===== config.mk =====
export PLATFORM = sky130hd
export DESIGN_NAME = shift_arbiter
export DESIGN_NICKNAME = d
export VERILOG_FILES = /design/src/rtl/shift_arbiter.sv
export SDC_FILE = /design/constraint.sdc
export NUM_CORES = 1
export LEC_CHECK = 0
export CORE_ASPECT_RATIO = 0.7
export CORE_MARGIN = 5
export CORE_UTILIZATION = 45
export DETAILED_ROUTE_END_ITERATION = 16
export HOLD_SLACK_MARGIN = 0.06
export PLACE_DENSITY = 0.86
export SKIP_LAST_GASP = 1
export SYNTH_ARGS = -nofsm -noshare
export SYNTH_HDL_FRONTEND = slang
export SYNTH_SLANG_ARGS = --single-unit

===== constraint.sdc =====
create_clock -name clk_i -period 2.1 [get_ports clk_i]
set_input_delay 0.63 -clock clk_i [delete_from_list [all_inputs] [get_ports clk_i]]
set_output_delay 0.63 -clock clk_i [all_outputs]
set_load 0.05 [all_outputs]

===== src/rtl/shift_arbiter.sv =====
// Two-requester shift arbiter: one shared shifter, a one-entry result register (EMPTY/FULL).
// Define SHIFT_ARB_ROUND_ROBIN_EN for round-robin grant; otherwise requester 0 has fixed priority.

module shift_arbiter_shifter #(
   parameter int DW          = 32,
   parameter int SHIFT_WIDTH = 5
) (
   input  logic [2:0]             op_i,
   input  logic [DW-1:0]          data_i,
   input  logic [SHIFT_WIDTH-1:0] amt_i,
   output logic [DW-1:0]          result_o
);
   // Opcode bits resolve by priority SLL > SRL > SRA; no bit set yields zero.
   always_comb begin
      result_o = '0;
      if (op_i[0])      result_o = data_i << amt_i;
      else if (op_i[1]) result_o = data_i >> amt_i;
      else if (op_i[2]) result_o = $signed(data_i) >>> amt_i;
   end
endmodule

module shift_arbiter #(
   parameter int DW          = 32,
   parameter int SHIFT_WIDTH = 5
) (
   input  logic          clk_i,
   input  logic          rst_ni,
   input  logic          req0_valid_i,
   output logic          req0_ready_o,
   input  logic [2:0]    req0_opcode_i,
   input  logic [DW-1:0] req0_data0_i,
   input  logic [DW-1:0] req0_data1_i,
   input  logic          req1_valid_i,
   output logic          req1_ready_o,
   input  logic [2:0]    req1_opcode_i,
   input  logic [DW-1:0] req1_data0_i,
   input  logic [DW-1:0] req1_data1_i,
   output logic          rsp_valid_o,
   input  logic          rsp_ready_i,
   output logic          rsp_id_o,
   output logic [DW-1:0] rsp_result_o
);
   localparam logic ST_EMPTY = 1'b0;
   localparam logic ST_FULL  = 1'b1;

   // Handshake: a transfer happens on a port in any cycle where its valid and ready are both high.
   logic                   r_state;
   logic [DW-1:0]          r_result;
   logic                   r_id;
   logic                   w_can_accept;
   logic                   w_sel1;
   logic                   w_accept;
   logic [2:0]             w_opcode;
   logic [DW-1:0]          w_data0;
   logic [SHIFT_WIDTH-1:0] w_amt;
   logic [DW-1:0]          w_shift_result;
   logic                   w_unused_data1_hi;

`ifdef SHIFT_ARB_ROUND_ROBIN_EN
   logic r_ptr;
   assign w_sel1 = req1_valid_i && (!req0_valid_i || r_ptr);
`else
   assign w_sel1 = req1_valid_i && !req0_valid_i;
`endif

   assign w_can_accept = (r_state == ST_EMPTY) || rsp_ready_i;
   // Gated by rst_ni so neither requester sees ready while reset is held.
   assign req0_ready_o = rst_ni && w_can_accept && req0_valid_i && !w_sel1;
   assign req1_ready_o = rst_ni && w_can_accept && w_sel1;
   assign w_accept     = (req0_valid_i && req0_ready_o) || (req1_valid_i && req1_ready_o);

   assign w_opcode = w_sel1 ? req1_opcode_i : req0_opcode_i;
   assign w_data0  = w_sel1 ? req1_data0_i  : req0_data0_i;
   assign w_amt    = w_sel1 ? req1_data1_i[SHIFT_WIDTH-1:0] : req0_data1_i[SHIFT_WIDTH-1:0];
   assign w_unused_data1_hi = ^{req0_data1_i[DW-1:SHIFT_WIDTH], req1_data1_i[DW-1:SHIFT_WIDTH]};

   shift_arbiter_shifter #(
      .DW          (DW),
      .SHIFT_WIDTH (SHIFT_WIDTH)
   ) u_shifter (
      .op_i     (w_opcode),
      .data_i   (w_data0),
      .amt_i    (w_amt),
      .result_o (w_shift_result)
   );

   always_ff @(posedge clk_i or negedge rst_ni) begin
      if (!rst_ni) begin
         r_state  <= ST_EMPTY;
         r_result <= '0;
         r_id     <= 1'b0;
      end else begin
         case (r_state)
            ST_EMPTY: begin
               if (w_accept) begin
                  r_state  <= ST_FULL;
                  r_result <= w_shift_result;
                  r_id     <= w_sel1;
               end
            end
            default: begin
               if (w_accept) begin
                  r_result <= w_shift_result;
                  r_id     <= w_sel1;
               end else if (rsp_ready_i) begin
                  r_state <= ST_EMPTY;
               end
            end
         endcase
      end
   end

`ifdef SHIFT_ARB_ROUND_ROBIN_EN
   // After each transfer the pointer favours the requester that was not just served.
   always_ff @(posedge clk_i or negedge rst_ni) begin
      if (!rst_ni)       r_ptr <= 1'b0;
      else if (w_accept) r_ptr <= !w_sel1;
   end
`endif

   assign rsp_valid_o  = (r_state == ST_FULL);
   assign rsp_result_o = r_result;
   assign rsp_id_o     = r_id;
endmodule


==> summary.md, run 1 <==
| Metric | Value |
|---|---|
| Max Root-Sink Buffers | `2` |
| Die Width | `158 µm` |
| Cts-stage hold buffer count | `0` |
| Number of flops mapped to enable cells by yosys | `0` |
| Halt Stage | `5_1_grt` |
| GRT Overall Usage | `0.759` |
| Initial Util | `0.464` |
| Vias in the first global route | `15,100` |
| Clock sinks | `34` |
| Hpwl dp | `31,800 µm` |
| Mapped Nets | `1,088` |
| Err | `[ERROR GRT-0116] Global routing finished with congestion. Check the congestion regions in the DRC Viewer.` |
| First-pass GRT wire length | `101,000 µm` |
| Rows | `37` |
| Dominant synthesized flop cell | `dfrtp_1` |
| Largest net degree at the start of global routing | `35` |
| Share of the synthesized area in the top cell type | `0.123` |
| Seq/Total Area, Yosys | `0.123` |
| Syn Area/Cell | `7.29 µm²` |
| Chip height | `114 µm` |
| Clk root buf | `clkbuf_16` |
| H-tree levels | `2` |
| Top Ports | `175` |
| DP Worst Slack | `-1.46 ns` |
| Top cells by area, synth | `dfrtp_1, mux2i_1, nand2_1, nor2_1, o211ai_1` |
| Total gr overflow | `169` |
| Status | `did not finish` |
| Num CTS Buffers | `5` |
| Yosys top cell by area | `dfrtp_1` |
| Gpl congestion | `1.28` |
| Cells after Synth | `949` |
| Synth Cell Area | `6920 µm²` |
| Input/output buffers | `120` |
| Syn. warnings | `0` |
| Count of cell types in the netlist | `91` |
| Async set-reset flop share out of synthesis | `1.00` |
| Register bit total from synthesis | `34` |
==> through the flow <==
step	hold slack [ns]	TNS (ns)	area (µm²)	instances
floorplan	0.334	-10.22	7610	949
global placement	0.498	-38.64	10800	1492
detailed placement	0.496	-41.07	10800	1492
CTS	0.511	-13.75	13100	1556
==> cells by family after synthesis <==
logic type	after synthesis	synth area share
AOI/OAI and AO/OA	357	0.383
buffers and inverters	107	0.0850
and+or+nand+nor	372	0.275
DFF	34	0.123
muxes	79	0.135
==> cell usage after synthesis (all sizes together), types with 4 or more instances <==
| cell | n |
|---|---|
| a2111oi | 7 |
| o211ai | 38 |
| nand2 | 101 |
| nor4bb | 26 |
| mux2 | 14 |
| nor2 | 99 |
| mux2i | 59 |
| buf | 72 |
| nor3 | 53 |
| a211oi | 31 |
| nor4b | 4 |
| a21oi | 57 |
| and3 | 7 |
| nand2b | 5 |
| a32oi | 6 |
| or2 | 4 |
| a311o | 4 |
| nor2b | 6 |
| dfrtp | 34 |
| inv | 18 |
| a32o | 8 |
| a31o | 18 |
| o311ai | 10 |
| a22o | 7 |
| o32ai | 7 |
| mux4 | 6 |
| or3 | 12 |
| o31ai | 12 |
| a311oi | 7 |
| a2bb2oi | 4 |
| o21a | 5 |
| clkbuf | 17 |
| nand3 | 34 |
| o211a | 4 |
| a221o | 10 |
| a211o | 8 |
| a22oi | 4 |
| a31oi | 30 |
| nand4 | 4 |
| o21ai | 53 |
| and2 | 5 |
==> metal layers <==
layer | GRT overflow | GRT usage
met5 | 0 | 0.333
met4 | 53 | 0.724
met3 | 2 | 0.686
met2 | 108 | 0.883
met1 | 6 | 0.751
==> what timing repair did <==
item                                   4_1_cts
setup buffers                               44
setup endpoints to repair                   34
cloned                                      13
gates resized for setup                    314
pin swaps                                   87
endpoints found under the hold margin        0
==> inputs of run 2 (changes only) <==
CORE_ASPECT_RATIO = unset   (was 0.7)
CORE_UTILIZATION = 30   (was 45)
HOLD_SLACK_MARGIN = unset   (was 0.06)
PLACE_DENSITY = unset   (was 0.86)
PLACE_DENSITY_LB_ADDON = 0.15   (was unset)
clock period = 2.75 ns   (was 2.1 ns; I/O delays follow)
==> summary.md, run 2 <==
| Metric | Value |
|---|---|
| Status | `finished, violations left` |
| Synth Cell Area | `6920 µm²` |
| Gpl congestion | `0.996` |
| Largest net degree at the start of global routing | `27` |
| DR WL/cell | `25.2 µm` |
| Dominant synthesized flop cell | `dfrtp_1` |
| Max FFs per register | `32` |
| Pre-antenna DRT Iters | `5` |
| Synth-to-Final Area Change | `89.8%` |
| Vias | `10,200` |
| Most common cell in the netlist | `nand2_1` |
| Critical Path Fanout Max | `8` |
| Setup TNS | `-2.09 ns` |
| Logic pwr share | `0.741` |
| Chip height | `162 µm` |
| Register bit total from synthesis | `34` |
| Vias per cell | `6.01` |
| Async set-reset flop share out of synthesis | `1.00` |
| Vias in the first global route | `10,000` |
| # diodes | `0` |
| Busiest metal layer after global routing | `met2` |
| Top cells by area, synth | `dfrtp_1, mux2i_1, nand2_1, nor2_1, o211ai_1` |
| Final ANT Viol Nets | `0` |
| Number of flops mapped to enable cells by yosys | `0` |
| Fmax | `0.344 GHz` |
| Cells after Synth | `949` |
| Failing checks | `setup timing` |
| Tmin final | `2.91 ns` |
| Internal power | `2.56 mW` |
| Met2 usage | `0.518` |
| Max Root-Sink Buffers | `2` |
| Critical path launch point type | `input port` |
| Final hold viol count | `0` |
| CTS clk-pin slew, worst paths | `0.06 ns` |
| Cts-stage hold buffer count | `0` |
| Worst setup slack after layout | `-0.156 ns` |
| Crit path kind | `input port to flip-flop` |
| Count of cell types in the netlist | `91` |
| Mapped Nets | `1,088` |
| Met1 Use GR | `0.413` |
| H-tree levels | `2` |
| Final WL | `42,800 µm` |
| Syn Area/Cell | `7.29 µm²` |
| GRT Overall Usage | `0.311` |
| Initial antenna violation count | `0` |
| Syn. warnings | `0` |
| Placed inst area | `11,100 µm²` |
| Top Ports | `175` |
| Seq/Total Area, Yosys | `0.123` |
| Clock sinks | `34` |
| Num CTS Buffers | `5` |
| Layout cells sized above 1 | `0.493` |
| Yosys top cell by area | `dfrtp_1` |
| Most common cell after layout, fill and taps aside | `buf_4` |
| Share of the synthesized area in the top cell type | `0.123` |
| Clk root buf | `clkbuf_16` |
| Input/output buffers | `120` |
| GRT met3 Usage | `0.0436` |
| Commonest cells after routing, fill and taps aside | `buf_4, clkdlybuf4s50_1, nand2_1` |
| Initial Util | `0.306` |
| PD cells | `370 nW/µm²` |
| Worst rel slew slack | `0.614` |
| Initial DRC Count | `887` |
| Rows | `55` |
| Max-Cap Viols | `0` |
| Crit path DAT | `3.08 ns` |
| Total power draw | `4.85 mW` |
| Slew Limit Fails | `0` |
| First-pass GRT wire length | `62,900 µm` |
| CP required | `2.92 ns` |
| Fin area | `13,100 µm²` |
| Setup-failing EPs final | `29` |
| Max VDD drop | `0.000242 V` |
| RSZ-0062 raised after global routing | `yes` |
| Total gr overflow | `0` |
| Nets | `1,547` |
| Share of total power in sequential cells | `0.140` |
| Clk pwr share | `0.119` |
| Post-synth top cells | `nand2_1, nor2_1, a21oi_1` |
| Hpwl dp | `33,900 µm` |
| DRC | `0` |
| Switching power | `2.30 mW` |
| Leak | `5.47 nW` |
| Die Width | `162 µm` |
| Sw Share | `0.473` |
| Die area | `26,200 µm²` |
| CP Capture Type | `flip-flop` |
| Worst-Skew Late Latency | `0.28 ns` |
| Slew @ Worst Pin | `0.575 ns` |
| CTS tree | `yes` |
| Min-Delay Path Class | `flip-flop to flip-flop` |
| Core area | `22,600 µm²` |
| Tcrit/Tclk final | `1.06` |
| Layout Skew | `0.00236 ns` |
## run 2: cell counts after synthesis
Identical to the previous run, type by type.
## run 2: power groups by stage
stage          logic (mW)  registers (mW)  clock network (mW)
2_1_floorplan        1.14            1.06                   0
3_3_place_gp         3.08           0.682                   0
3_5_place_dp         3.07           0.688                   0
4_1_cts              3.41           0.681               0.585
5_1_grt              3.74           0.695               0.605
6_report             3.60           0.679               0.576
## run 2: final timing paths
check	start	endpoint	slack, ns	cells past startpoint
max	req0_valid_i	rsp_result_o[3]$_DFFE_PN0P_	-0.16	13
min	rsp_result_o[23]$_DFFE_PN0P_	rsp_result_o[23]$_DFFE_PN0P_	0.50	1
max reg2reg	rsp_valid_o$_DFF_PN0_	rsp_result_o[19]$_DFFE_PN0P_	0.74	9
min reg2reg	rsp_result_o[23]$_DFFE_PN0P_	rsp_result_o[23]$_DFFE_PN0P_	0.50	1
max in group asynchronous	rst_ni	rsp_result_o[24]$_DFFE_PN0P_	1.87	2
min in group asynchronous	rst_ni	rsp_id_o$_DFFE_PN0P_	0.52	2
## run 2: cell type report
class | instances | area [µm²]
Clock buffer | 6 | 139
Multi-Input combinational cell | 808 | 6810
Sequential cell | 34 | 851
Tap cell | 285 | 357
Clock inverter | 2 | 12.5
Timing Repair Buffer | 541 | 4890
Fill cell | 2060 | 9510
Inverter | 18 | 67.6
## run 2: logic make-up (layout without fill, tap and decap cells)
group	after synthesis	after routing	share of synthesized area
AO/OA/AOI/OAI	357	357	0.383
flip-flops	34	34	0.123
AND/OR/NAND/NOR	372	372	0.275
multiplexers	79	79	0.135
buffers and inverters	107	567	0.0850
## run 2: routing by layer
layer  wire length, µm  vias to the layer above
li1                  -                     4653
met1             17900                     4904
met5                 0                        -
met4              1880                        0
met3              3200                      125
met2             19800                      499
## run 2: worst max-delay path: stages
cell and delay (ns):
buf_8 0.10, nand2b_4 0.18, buf_12 0.14, buf_16 0.13, buf_8 0.12, mux2i_4 0.21
buf_8 0.17, nor3_2 0.28, nor2_1 0.14, a211oi_2 0.26, buf_4 0.19, nor4_1 0.06
a221o_1 0.25
## run 2: per-stage QoR
stage,util,hold slack (ns),worst slack (ns),std cells
after global routing,0.580,0.530,-0.208,1694
after floorplan,-,0.529,-0.0157,949
after CTS,0.559,0.509,-0.117,1689
after detailed placement,0.491,0.495,-1.06,1651
after global placement,0.491,0.486,-1.06,1651
final,0.580,0.504,-0.156,1694
## run 2: timing repair
action,4_1_cts,5_1_grt
setup endpoints to repair,34,33
pin swaps,54,24
gates resized for setup,237,82
cloned,4,1
buffers inserted,31,5
Note: power is estimated with default switching activity, not from simulation.
